### src/rtl/multicycle_controller.sv
// rtl/multicycle_controller.sv - control FSM sequencing fetch/decode/execute/memory/writeback
//
// Purpose: multi-cycle core sequencer. Issues instruction-fetch and data-memory
// requests, IR/PC/register-file strobes, counts retired instructions and halts
// on a decoder panic, an illegal state or a memory timeout.
//
// Ports:
//   clk, reset                      clock, synchronous active-high reset
//   imem_ready, dmem_ready          memory handshake completions
//   alu_operation .. panic          decoder flags
//   branch_taken                    ALU compare result (valid in EXECUTE)
//   imem_req, ir_write              fetch request / IR load
//   dmem_req, dmem_we               data request / store
//   rf_write, wb_sel                register write enable / source (1 = memory)
//   pc_write, pc_sel                PC update / source (1 = target)
//   state, halted, halt_cause       FSM state and halt status
//   retired_count                   retired-instruction counter
module multicycle_controller #(
    parameter int MEM_TIMEOUT = 16,
    parameter int COUNT_W     = 32
) (
    input  logic               clk,
    input  logic               reset,
    input  logic               imem_ready,
    input  logic               dmem_ready,
    input  logic               alu_operation,
    input  logic               write_register,
    input  logic               load_word_memory,
    input  logic               store_word_memory,
    input  logic               branch,
    input  logic               jump,
    input  logic               panic,
    input  logic               branch_taken,
    output logic               imem_req,
    output logic               ir_write,
    output logic               dmem_req,
    output logic               dmem_we,
    output logic               rf_write,
    output logic               wb_sel,
    output logic               pc_write,
    output logic               pc_sel,
    output logic [2:0]         state,
    output logic               halted,
    output logic [1:0]         halt_cause,
    output logic [COUNT_W-1:0] retired_count
);

    localparam int WAIT_W = (MEM_TIMEOUT < 2) ? 1 : $clog2(MEM_TIMEOUT);
    localparam logic [WAIT_W-1:0] WAIT_LIMIT = WAIT_W'(MEM_TIMEOUT - 1);

    typedef enum logic [2:0] {
        S_FETCH     = 3'd0,
        S_DECODE    = 3'd1,
        S_EXECUTE   = 3'd2,
        S_MEMORY    = 3'd3,
        S_WRITEBACK = 3'd4,
        S_HALT      = 3'd5
    } state_t;

    state_t             state_q, state_d;
    logic [WAIT_W-1:0]  wait_cnt_q, wait_cnt_d;
    logic               take_q, take_d;
    logic               is_load_q, is_load_d;
    logic               is_store_q, is_store_d;
    logic [1:0]         halt_cause_q, halt_cause_d;
    logic [COUNT_W-1:0] retired_count_q, retired_count_d;

    always_comb begin
        state_d         = state_q;
        wait_cnt_d      = wait_cnt_q;
        take_d          = take_q;
        is_load_d       = is_load_q;
        is_store_d      = is_store_q;
        halt_cause_d    = halt_cause_q;
        retired_count_d = retired_count_q;
        case (state_q)
            S_FETCH: begin
                // Ready on the limit cycle wins over the timeout.
                if (imem_ready) begin
                    state_d = S_DECODE;
                end else if (wait_cnt_q == WAIT_LIMIT) begin
                    state_d      = S_HALT;
                    halt_cause_d = 2'b10;
                end else begin
                    wait_cnt_d = wait_cnt_q + 1'b1;
                end
            end
            S_DECODE: begin
                if (panic) begin
                    state_d      = S_HALT;
                    halt_cause_d = 2'b01;
                end else begin
                    state_d = S_EXECUTE;
                end
            end
            S_EXECUTE: begin
                take_d     = jump | (branch & branch_taken);
                is_load_d  = load_word_memory;
                // Load wins when the decoder flags both.
                is_store_d = store_word_memory & ~load_word_memory;
                if (load_word_memory | store_word_memory) begin
                    state_d    = S_MEMORY;
                    wait_cnt_d = '0;
                end else begin
                    state_d = S_WRITEBACK;
                end
            end
            S_MEMORY: begin
                if (dmem_ready) begin
                    state_d = S_WRITEBACK;
                end else if (wait_cnt_q == WAIT_LIMIT) begin
                    state_d      = S_HALT;
                    halt_cause_d = 2'b11;
                end else begin
                    wait_cnt_d = wait_cnt_q + 1'b1;
                end
            end
            S_WRITEBACK: begin
                retired_count_d = retired_count_q + 1'b1;
                state_d         = S_FETCH;
                wait_cnt_d      = '0;
            end
            S_HALT: begin
                state_d = S_HALT;
            end
            default: begin
                state_d      = S_HALT;
                halt_cause_d = 2'b01;
            end
        endcase
    end

    always_ff @(posedge clk) begin
        if (reset) begin
            state_q         <= S_FETCH;
            wait_cnt_q      <= '0;
            take_q          <= 1'b0;
            is_load_q       <= 1'b0;
            is_store_q      <= 1'b0;
            halt_cause_q    <= 2'b00;
            retired_count_q <= '0;
        end else begin
            state_q         <= state_d;
            wait_cnt_q      <= wait_cnt_d;
            take_q          <= take_d;
            is_load_q       <= is_load_d;
            is_store_q      <= is_store_d;
            halt_cause_q    <= halt_cause_d;
            retired_count_q <= retired_count_d;
        end
    end

    // Every output is masked while reset is high, so nothing is written
    // during the reset cycle even if it lands mid-instruction.
    always_comb begin
        imem_req      = 1'b0;
        ir_write      = 1'b0;
        dmem_req      = 1'b0;
        dmem_we       = 1'b0;
        rf_write      = 1'b0;
        wb_sel        = 1'b0;
        pc_write      = 1'b0;
        pc_sel        = 1'b0;
        state         = 3'd0;
        halted        = 1'b0;
        halt_cause    = 2'b00;
        retired_count = '0;
        if (!reset) begin
            state         = state_q;
            halt_cause    = halt_cause_q;
            retired_count = retired_count_q;
            case (state_q)
                S_FETCH: begin
                    imem_req = 1'b1;
                    ir_write = imem_ready;
                end
                S_MEMORY: begin
                    dmem_req = 1'b1;
                    dmem_we  = is_store_q;
                end
                S_WRITEBACK: begin
                    rf_write = write_register & ~is_store_q;
                    wb_sel   = is_load_q;
                    pc_write = 1'b1;
                    pc_sel   = take_q;
                end
                S_HALT: begin
                    halted = 1'b1;
                end
                default: begin
                end
            endcase
        end
    end

endmodule
### config.mk
export PLATFORM = sky130hd
export DESIGN_NAME = multicycle_controller
export DESIGN_NICKNAME = d
export VERILOG_FILES = /design/src/rtl/multicycle_controller.sv
export SDC_FILE = /design/constraint.sdc
export NUM_CORES = 1
export LEC_CHECK = 0
export ABC_CLOCK_PERIOD_IN_PS = 3100
export CAP_MARGIN = 20
export CORE_ASPECT_RATIO = 0.9
export CORE_MARGIN = 2
export CORE_UTILIZATION = 50
export CTS_CLUSTER_DIAMETER = 150
export CTS_CLUSTER_SIZE = 30
export DETAILED_ROUTE_END_ITERATION = 8
export HOLD_SLACK_MARGIN = 0.08
export PLACE_DENSITY = 0.76
export SLEW_MARGIN = 20
export SYNTH_ARGS = -nofsm -noshare
export SYNTH_HDL_FRONTEND = slang
export SYNTH_SLANG_ARGS = --single-unit
### constraint.sdc
create_clock -name clk -period 3.1 [get_ports clk]
set_input_delay 0.775 -clock clk [delete_from_list [all_inputs] [get_ports clk]]
set_output_delay 0.775 -clock clk [all_outputs]
set_load 0.005 [all_outputs]
==> results, run 1 <==
- The run finished with clean final reports.
- The count of final hold-check violations was 0.
- Dividing the detail-routed via count by the number of cells gives 5.491.
- Derived from the worst setup path, the maximum achievable clock frequency is approximately 350 MHz.
- The number of ports placed on the die boundary is between 50 and 60.
- The number of nets produced by synthesis is 330.
- For this run, the number of Yosys warnings is 0.
- The CTS buffer count is 5.
- The simple-gate share of the synthesized area is between 30% and 40%.
- The number of synthesized flops with an enable pin is 0.
- Summed over all failing endpoints, the final setup total negative slack is 0 ps.
- Routability-driven placement finished with a final weighted congestion of a little under 0.9.
- The leakage power summed over all cells is 1.110 nW.
- The number of storage elements in the synthesis netlist is 44.
- The netlist area before placement is ~2500 um2.
- The initial antenna violation count is 0.
- The first global-routing pass estimated roughly 10000 um of wire.
- By instance count, the leading cell after synthesis is sky130_fd_sc_hd__dfxtp_1.
- The number of buffers on the longest clock path is 2.
- The remaining antenna violation count is 0.
- The sequential-to-total area share from yosys stat is between 30% and 40%.
- The startpoint identified for the worst hold timing path is is_load_q$_SDFFE_PP0N_.
- The post-synthesis instance total is roughly 320.
- Measured along the y axis, the die boundary spans approximately 71 um.
- The area of the die is 5614 um2.
- The number of vias in the routed layout is 2361.
- The highest metal layer carrying signal wires in the routed design is met4.
- The overall power of the completed layout is roughly 1.2 mW.
- The aggregate global routing overflow is 0.
- The HPWL after detailed placement is between 3000 and 4000 um.
- The average size of a mapped cell is approximately 8 um2.
- In the final routed layout, each cell accounts on average for roughly 13 um.
- The area share of the largest cell type after synthesis is 35.02%.
- The number of global-route vias before repair is roughly 2200.
- The clock period minus worst slack is about 2800 ps.
- The H-tree generated during clock tree synthesis spans 2 levels.
- The final count of pins violating max slew came to 0.
- From left edge to right edge, the die measures 78.76 um.
- The data arrival time of the critical path is between 2000 and 2500 ps.
- Summing all placed instances gives a cell area of a little over 3000 um2.
- Between clock sinks in the finished design, the worst skew comes to around 9.2 ps.
- Counting every sink on the clock net gives 44.
- The setup slack of the worst register-to-register path is approximately 650 ps.
- The worst register-to-register path begins at state_q[2]$_SDFF_PP0_.
- The worst setup path is of the flip-flop to output port kind.
- The count of unresolved DRC violations after routing is 0.
- The largest area contributor in the synthesized netlist is sky130_fd_sc_hd__dfxtp_1.
- The end point of the worst hold path is is_load_q$_SDFFE_PP0N_.
- The area growth from synthesis to layout is 28.21%.
- The number of buffers added on ports is 56.
- The cell depth of the worst min-delay path is 2.
- The number of distinct standard cells referenced by the synthesized netlist is between 40 and 50.
- Setup repair after global routing left no endpoint under its margin.
- The core region is a little under 5000 um2.
- The routed design uses ~2500 um of met2 wire.
- The TritonCTS clock tree is built.
- Power spread over the standard cell area amounts to ~380 nW/um2.
- For this block, wires on met1 add up to around 2700 um.
- The later-pin clock latency in the skew report is around 300 ps.
- Summing the areas of all xor and xnor instances in the mapped netlist gives 3.831% of the synthesized area.
- In this run the worst path has a maximum fanout of 16.
- The share of synthesized cell area in full adder, half adder and majority cells is less than 1%.
- The count of max-cap constraint violations is 0.
- The wire length after detailed routing is ~5500 um.
- The final cycle utilization of the critical path is 91.70%.
- The largest family of logic cells by synthesized area is simple AND/OR/NAND/NOR gates.
- Entering global routing, the biggest net connects 76 pins.
- Global routing consumed, over all layers together, between 20% and 30% of the routing resources.
- The clock transition at the registers of the reported paths is about 90 ps.
- The first detailed-routing pass ran for 4 iterations.
- By count the netlist is led by 44 x sky130_fd_sc_hd__dfxtp_1, 38 x sky130_fd_sc_hd__nor2_1, 29 x sky130_fd_sc_hd__nor2b_1, 20 x sky130_fd_sc_hd__a21oi_1, 16 x sky130_fd_sc_hd__nor3_1.
- The worst flop-to-flop path endpoint is retired_count_q[31]$_SDFFE_PP0N_.
- The count of hold buffers inserted by post-cts repair is 0.
- The data required time of the critical path is between 2000 and 2500 ps.
- The ratio of cells with drive above 1 in the final layout is slightly below 8%.
- The worst slew margin relative to its limit is between 60% and 70%.
- In the synthesized netlist the dominant register cell turns out to be sky130_fd_sc_hd__dfxtp_1.
- The kind of launch point of the worst setup path is a flip-flop.
- In the post-synthesis netlist, the biggest area contributors are sky130_fd_sc_hd__dfxtp_1 35%, sky130_fd_sc_hd__nor2b_1 7.2%, sky130_fd_sc_hd__nor2_1 5.7%.
- The number of DRC violations after detailed-routing iteration 0 is 174.
- The share of flip-flops with an asynchronous set or reset after synthesis is 0%.
- Summing the areas of all compound-gate instances in the mapped netlist gives 12.99% of the synthesized area.
- The tree is rooted in a sky130_fd_sc_hd__clkbuf_8.
- Multiplexer cells account for 6.169% of the synthesized area.
- The routed wire length on met3 is 268 um.
- IR analysis of the VDD net gives a maximum drop of roughly 0.00025 V.
- The number of cells traversed by the worst register-to-register path is 4.
- Fill cells in the final layout number 412.
- For this run, the post-layout net count is ~380.
- The number of buffers inserted by post-CTS setup repair is 0.
- Once the floorplan was initialized, standard cells occupied 52.02% of the core.
- At the pin with the least slew margin, the transition time is approximately 510 ps.
- The worst setup path is captured at an output port.
- The floorplan has 24 rows.
- The number of resized instances in the post-cts repair step is 0.
- The class of the tightest hold or removal check is flip-flop to flip-flop.
- 0 antenna diodes ended up in the layout.
- Setup violations remaining at the end of the flow were counted as 0.
- With fillers left out, the area of the finished cells amounts to between 3000 and 4000 um2.
## per-stage QoR
stage / util, % / setup slack (ps) / hold slack (ps) / std cells
floorplan: - / 424.6 / 439.0 / 316
global placement: 64.39 / 326.3 / 458.9 / 422
detailed placement: 64.39 / 321.5 / 466.0 / 422
CTS: 66.69 / 246.8 / 478.7 / 430
global route: 66.69 / 80.14 / 519.0 / 430
finish: 66.69 / 257.2 / 477.1 / 430
## layout by cell type (no fill, tap or decap), types with 2 or more instances in the layout
cell type / n
sky130_fd_sc_hd__o31ai_1: 8
sky130_fd_sc_hd__nand2b_1: 3
sky130_fd_sc_hd__xnor2_1: 2
sky130_fd_sc_hd__and4_1: 7
sky130_fd_sc_hd__buf_4: 4
sky130_fd_sc_hd__nand2_1: 14
sky130_fd_sc_hd__or3_1: 4
sky130_fd_sc_hd__nor3_1: 16
sky130_fd_sc_hd__a21oi_1: 20
sky130_fd_sc_hd__ha_1: 2
sky130_fd_sc_hd__o211ai_1: 2
sky130_fd_sc_hd__dfxtp_1: 44
sky130_fd_sc_hd__xor2_1: 9
sky130_fd_sc_hd__nand4_1: 8
sky130_fd_sc_hd__nor4_1: 6
sky130_fd_sc_hd__mux2i_1: 2
sky130_fd_sc_hd__o21ai_0: 8
sky130_fd_sc_hd__nor2_1: 38
sky130_fd_sc_hd__and3_1: 6
sky130_fd_sc_hd__inv_1: 9
sky130_fd_sc_hd__mux2_2: 12
sky130_fd_sc_hd__and3b_1: 2
sky130_fd_sc_hd__nand3_1: 11
sky130_fd_sc_hd__and2_1: 7
sky130_fd_sc_hd__a211oi_1: 4
sky130_fd_sc_hd__clkbuf_8: 5
sky130_fd_sc_hd__or4_1: 7
sky130_fd_sc_hd__clkdlybuf4s50_1: 55
sky130_fd_sc_hd__nor2b_1: 29
## worst max-delay path by stage
stage / start / endpoint / cells after the start
3_5_place_dp: reset / rf_write / 5
4_1_cts: state_q[2]$_SDFF_PP0_ / rf_write / 4
2_1_floorplan: reset / halt_cause[0] / 5
6_report: state_q[2]$_SDFF_PP0_ / rf_write / 4
3_3_place_gp: reset / rf_write / 5
5_1_grt: state_q[2]$_SDFF_PP0_ / rf_write / 4
## power by group
part,leakage (nW),internal (mW),total (mW),switching [mW]
Combinational,0.700,0.0801,0.165,0.0848
Sequential,0.355,0.580,0.601,0.0210
Clock,0.0541,0.239,0.446,0.207
Total,1.11,0.899,1.21,0.313
## flip-flops by register name (all words and copies together), names as in the netlist
register and cells:
retired_count_q 32, wait_cnt_q 4, state_q 3, halt_cause_q 2
is_load_q 1, is_store_q 1, take_q 1
## kinds of logic (layout without fill, tap and decap cells)
logic type / count (synthesis) / in the layout
simple gates: 163 / 163
compound gates: 52 / 52
mux: 14 / 14
xor+xnor: 11 / 11
buf+inv: 30 / 79
flops: 44 / 44
fa+ha+maj: 2 / 2
## layout make-up
type                    count  area, um2  share of cell area, %
clock buffers               5      68.82                  2.134
clock inverters             3      42.54                  1.319
inverters                  10      37.54                  1.164
multi-input cells         242       1508                  46.76
flip-flops and latches     44      880.8                  27.32
well taps                  65      81.33                  2.522
repair buffers             61      605.6                  18.78
## critical path, stage by stage, from the launching register on
cell and delay [ps]:
sky130_fd_sc_hd__dfxtp_1 650, sky130_fd_sc_hd__nor2b_1 250, sky130_fd_sc_hd__and3_1 220, sky130_fd_sc_hd__and3b_1 160, sky130_fd_sc_hd__clkdlybuf4s50_1 490
## per-layer routing
metal / vias to the layer above / global-route usage (%)
li1: 1226 / -
met1: 1066 / 28.12
met2: 62 / 34.19
met3: 7 / 3.401
met4: 0 / 7.602
met5: - / 0
Power figures use the tool's default switching activity.
==> inputs of run 2 (changes only) <==
--- a/config.mk
+++ b/config.mk
@@ -6,12 +6,14 @@
 export NUM_CORES = 1
 export LEC_CHECK = 0
+export ABC_AREA = 1
 export ABC_CLOCK_PERIOD_IN_PS = 3100
 export CAP_MARGIN = 20
 export CORE_ASPECT_RATIO = 0.9
 export CORE_MARGIN = 2
-export CORE_UTILIZATION = 50
+export CORE_UTILIZATION = 51
 export CTS_CLUSTER_DIAMETER = 150
 export CTS_CLUSTER_SIZE = 30
 export DETAILED_ROUTE_END_ITERATION = 8
+export GPL_TIMING_DRIVEN = 0
 export HOLD_SLACK_MARGIN = 0.08
 export PLACE_DENSITY = 0.76
==> constraint.sdc (replaced) <==
create_clock -name clk -period 3.1 [get_ports clk]
set_input_delay 0.775 -clock clk [delete_from_list [all_inputs] [get_ports clk]]
set_output_delay 0.775 -clock clk [all_outputs]
set_load 0.02 [all_outputs]
==> run 2 against run 1 <==
Effect of this change:
- critical path depth rose by 1
- combinational power grew to 3.2 times the previous value
- critical path type is now input port to output port
- sequential share of layout area fell by 2.1 points
- sequential power increased by 12%
- maximum frequency decreased by 3.7%
- global-route usage grew 6.1 points
- clock power increased by 11%
==> results, run 2 <==
- The remaining antenna violation count is 0 (unchanged).
- The number of vias in the routed layout is 3046 (+29%).
- The critical path is of the input port to output port type.
- The number of placement rows is 25 (+4.2%).
- The library cell used most frequently in the layout, excluding fill and tap cells, is sky130_fd_sc_hd__nor2_1.
- The number of global-route vias before repair is 2744 (+26%).
- The worst voltage drop across the vdd grid is 0.0004653 V (+87%).
- Ranked by total cell area, the synthesized netlist is headed by sky130_fd_sc_hd__dfxtp_1 32%, sky130_fd_sc_hd__nor2_1 15%, sky130_fd_sc_hd__nand2_1 12%.
- The flow ran to the end, and the final reports show no timing, DRC or antenna violations.
- The critical-path maximum fanout came to 10 (-6).
- The area of the die came to 5940 um2 (+5.8%).
- The number of nets produced by synthesis came to 475 (+44%).
- The number of buffers on the longest clock path is 2 (unchanged).
- The number of buffers added on ports is 55 (-1.8%).
- The CTS buffer count is 5 (unchanged).
- The final cycle utilization of the critical path is 95.20% (+3.5 points).
- The number of storage elements in the synthesis netlist is 44 (unchanged).
- The largest area contributor in the synthesized netlist is sky130_fd_sc_hd__dfxtp_1.
- The ratio of cells with drive above 1 in the final layout came to 6.679% (-1.3 points).
- The data required time of the critical path is 2320 ps (about the same).
- The clock sink count was 44 (unchanged).
- The flip-flop cell with the highest count after synthesis is sky130_fd_sc_hd__dfxtp_1.
- The die span in x came to 81.02 um (+2.9%).
- The share of flip-flops with an asynchronous set or reset after synthesis came to 0% (unchanged).
- The total global-route track usage is 27.03% (+6.1 points).
- The initial cell density of the core is 52.43% (+0.42 points).
- The number of nets in the layout is 537 (+42%).
- The number of buffers inserted by post-CTS setup repair was 0 (unchanged).
- The final count of negative-setup-slack endpoints is 0 (unchanged).
- The area share of the largest cell type after synthesis came to 32.35% (-2.7 points).
- The number of ports placed on the die boundary is 58 (unchanged).
- The later-pin clock latency in the skew report is 310 ps (about the same).
- The pre-CTS setup slack came to -165.2 ps (-486.7 ps).
- The nature of the critical path endpoint is an output port.
- The ratio of total power to cell area is 486.3 nW/um2 (+29%).
- The TritonCTS clock tree is built.
- The cell at the root of the clock tree is sky130_fd_sc_hd__clkbuf_8.
- The number of synthesized flops with an enable pin is 0 (unchanged).
- The number of DRC violations after detailed-routing iteration 0 is 314 (+80%).
- The worst setup path is launched from an input port.
- The cell area after placement is 3357 um2 (+7.8%).
- The post-synthesis instance total is 461 (+46%).
- The average size of a mapped cell was 5.906 um2 (-26%).
- The measured slew at the worst slew-check pin is 567.7 ps (+54.47 ps).
- The number of cells traversed by the worst register-to-register path came to 8 (+4).
- The die outline height is 73.32 um (+2.9%).
- The setup slack after layout came to 148.7 ps (-108.5 ps).
- The data arrival time of the critical path came to 2180 ps (+110 ps).
- After synthesis, the most frequently instantiated cells are 112 x sky130_fd_sc_hd__nor2_1, 90 x sky130_fd_sc_hd__nand2_1, 72 x sky130_fd_sc_hd__inv_1, 44 x sky130_fd_sc_hd__dfxtp_1, 35 x sky130_fd_sc_hd__nand3_1.
- The wire length of the first global-routing pass is 12490 um (+28%).
- The library cells used most frequently in the layout, excluding fill and tap cells, are 112 x sky130_fd_sc_hd__nor2_1, 90 x sky130_fd_sc_hd__nand2_1, 72 x sky130_fd_sc_hd__inv_1, 55 x sky130_fd_sc_hd__clkdlybuf4s50_1, 44 x sky130_fd_sc_hd__dfxtp_1.
- The area growth from synthesis to layout was 28.17% (about the same).
- The wire length after detailed routing is 7434 um (+34%).
- The cell depth of the worst min-delay path is 2 (unchanged).
- The number of distinct standard cells referenced by the synthesized netlist came to 30 (-35%).
- The maximum number of pins on one net before global-route repair came to 14 (-82%).
- The achievable frequency is 338.8 MHz (-3.7%).
- The sequential-to-total area share from yosys stat is 32.35% (-2.7 points).
- The count of max-cap constraint violations is 0 (unchanged).
- The number of flip-flops in the largest register came to 32 (unchanged).
- Setup repair after global routing left no endpoint under its margin.
- The number of iterations in the first detailed-routing pass was 5 (+1).
- The worst-case hold slack is 470.1 ps (-7.064 ps).
- The final design area excluding fillers is 3490 um2 (+8.2%).
- The largest clock skew in the final design came to 9.409 ps (+0.1912 ps).
- The final weighted congestion in routability-driven placement is 0.9405 (+7.0%).
- The final count of pins violating max slew is 0 (unchanged).
- The register containing the most flip-flops in the final layout is retired_count_q.
- The half-perimeter wire length of the detailed placement result is 5767 um (+48%).
- The number of antenna cells inserted is 0 (unchanged).
- The area inside the core boundary was 5192 um2 (+7.4%).
- The class of the tightest hold or removal check is flip-flop to flip-flop.
- The initial antenna violation count is 0 (unchanged).
- The routed wire length per instance came to 12.58 um (-2.2%).
- The clock transition at the registers of the reported paths is 80 ps (about the same).
- The aggregate global routing overflow is 0 (unchanged).
- The leakage power summed over all cells is 1.360 nW (+23%).
- The count of unresolved DRC violations after routing came to 0 (unchanged).
- The yosys synthesis warning count came to 0 (unchanged).
- The netlist area before placement is 2723 um2 (+8.3%).
- The largest registers in the layout are retired_count_q: 32 flops, wait_cnt_q: 4 flops, state_q: 3 flops.
- The worst slew margin relative to its limit is 62.16% (-3.3 points).
- The overall power of the completed layout is 1.697 mW (+40%).
- The vias per cell was 5.154 (-6.1%).
- The count of final hold-check violations was 0 (unchanged).
- The level count of the clock H-tree is 2 (unchanged).
- In the post-synthesis netlist, the cell with the most instances is sky130_fd_sc_hd__nor2_1.
- The clock period minus worst slack came to 2951 ps (+108.5 ps).
## run 2: metal layers
metal | track usage [%] | wire length (um) | vias to the layer above
met5 | 0 | 0 | -
met4 | 6.591 | 92 | 0
met3 | 4.177 | 446 | 10
met2 | 46.10 | 3536 | 97
met1 | 35.97 | 3359 | 1379
li1 | - | - | 1560
## run 2: critical path: stages
cell and delay, ps:
sky130_fd_sc_hd__clkbuf_2 150, sky130_fd_sc_hd__clkbuf_4 240, sky130_fd_sc_hd__buf_2 220, sky130_fd_sc_hd__nor2_1 170, sky130_fd_sc_hd__clkdlybuf4s50_1 630
## run 2: worst paths after layout
check,startpoint,end,slack [ps]
min,is_load_q$_SDFFE_PP0N_,is_load_q$_SDFFE_PP0N_,470
max reg2reg,retired_count_q[1]$_SDFFE_PP0N_,retired_count_q[20]$_SDFFE_PP0N_,1480
max,reset,retired_count[28],150
min reg2reg,is_load_q$_SDFFE_PP0N_,is_load_q$_SDFFE_PP0N_,470
## run 2: power by group
part / internal, mW / total [mW] / switching (mW)
sequential: 0.624 / 0.672 / 0.0476
combinational: 0.195 / 0.530 / 0.335
clock: 0.285 / 0.495 / 0.211
total: 1.10 / 1.70 / 0.593
## run 2: cells by family after synthesis
| logic type | Yosys count | synth area share (%) |
|---|---|---|
| flip-flops | 44 | 32.35 |
| AO/OA/AOI/OAI | 47 | 9.099 |
| XOR/XNOR | 4 | 1.287 |
| buffers and inverters | 86 | 12.18 |
| adder cells (fa/ha/maj) | 2 | 0.9190 |
| AND/OR/NAND/NOR | 278 | 44.16 |
## run 2: metrics by stage
step	TNS [ps]	utilization [%]	instances
2_1_floorplan	0	-	461
3_3_place_gp	-1698	64.65	583
3_5_place_dp	-2268	64.65	583
4_1_cts	0	67.13	591
5_1_grt	0	67.20	591
6_report	0	67.20	591
## run 2: final cells by class
class                      instances  area, um2
tap                               67      83.83
clock inverter                     1      30.03
inverter                          76      285.3
fill                             524       1703
sequential                        44      880.8
clock buffer                       7      96.34
buffer                            10      52.55
timing repair buffer              55      550.5
multi-input combinational        331       1510
## run 2: what timing repair did
item | CTS | global route
gates resized for setup | 2 | 3
hold buffers | 0 | 0
setup endpoints to repair | 20 | 20
==> inputs of run 3 (changes only) <==
- TNS_END_PERCENT: default -> 1
==> results of run 3 <==
No change in the layout: final DEF, timing and power equal those of run 2.
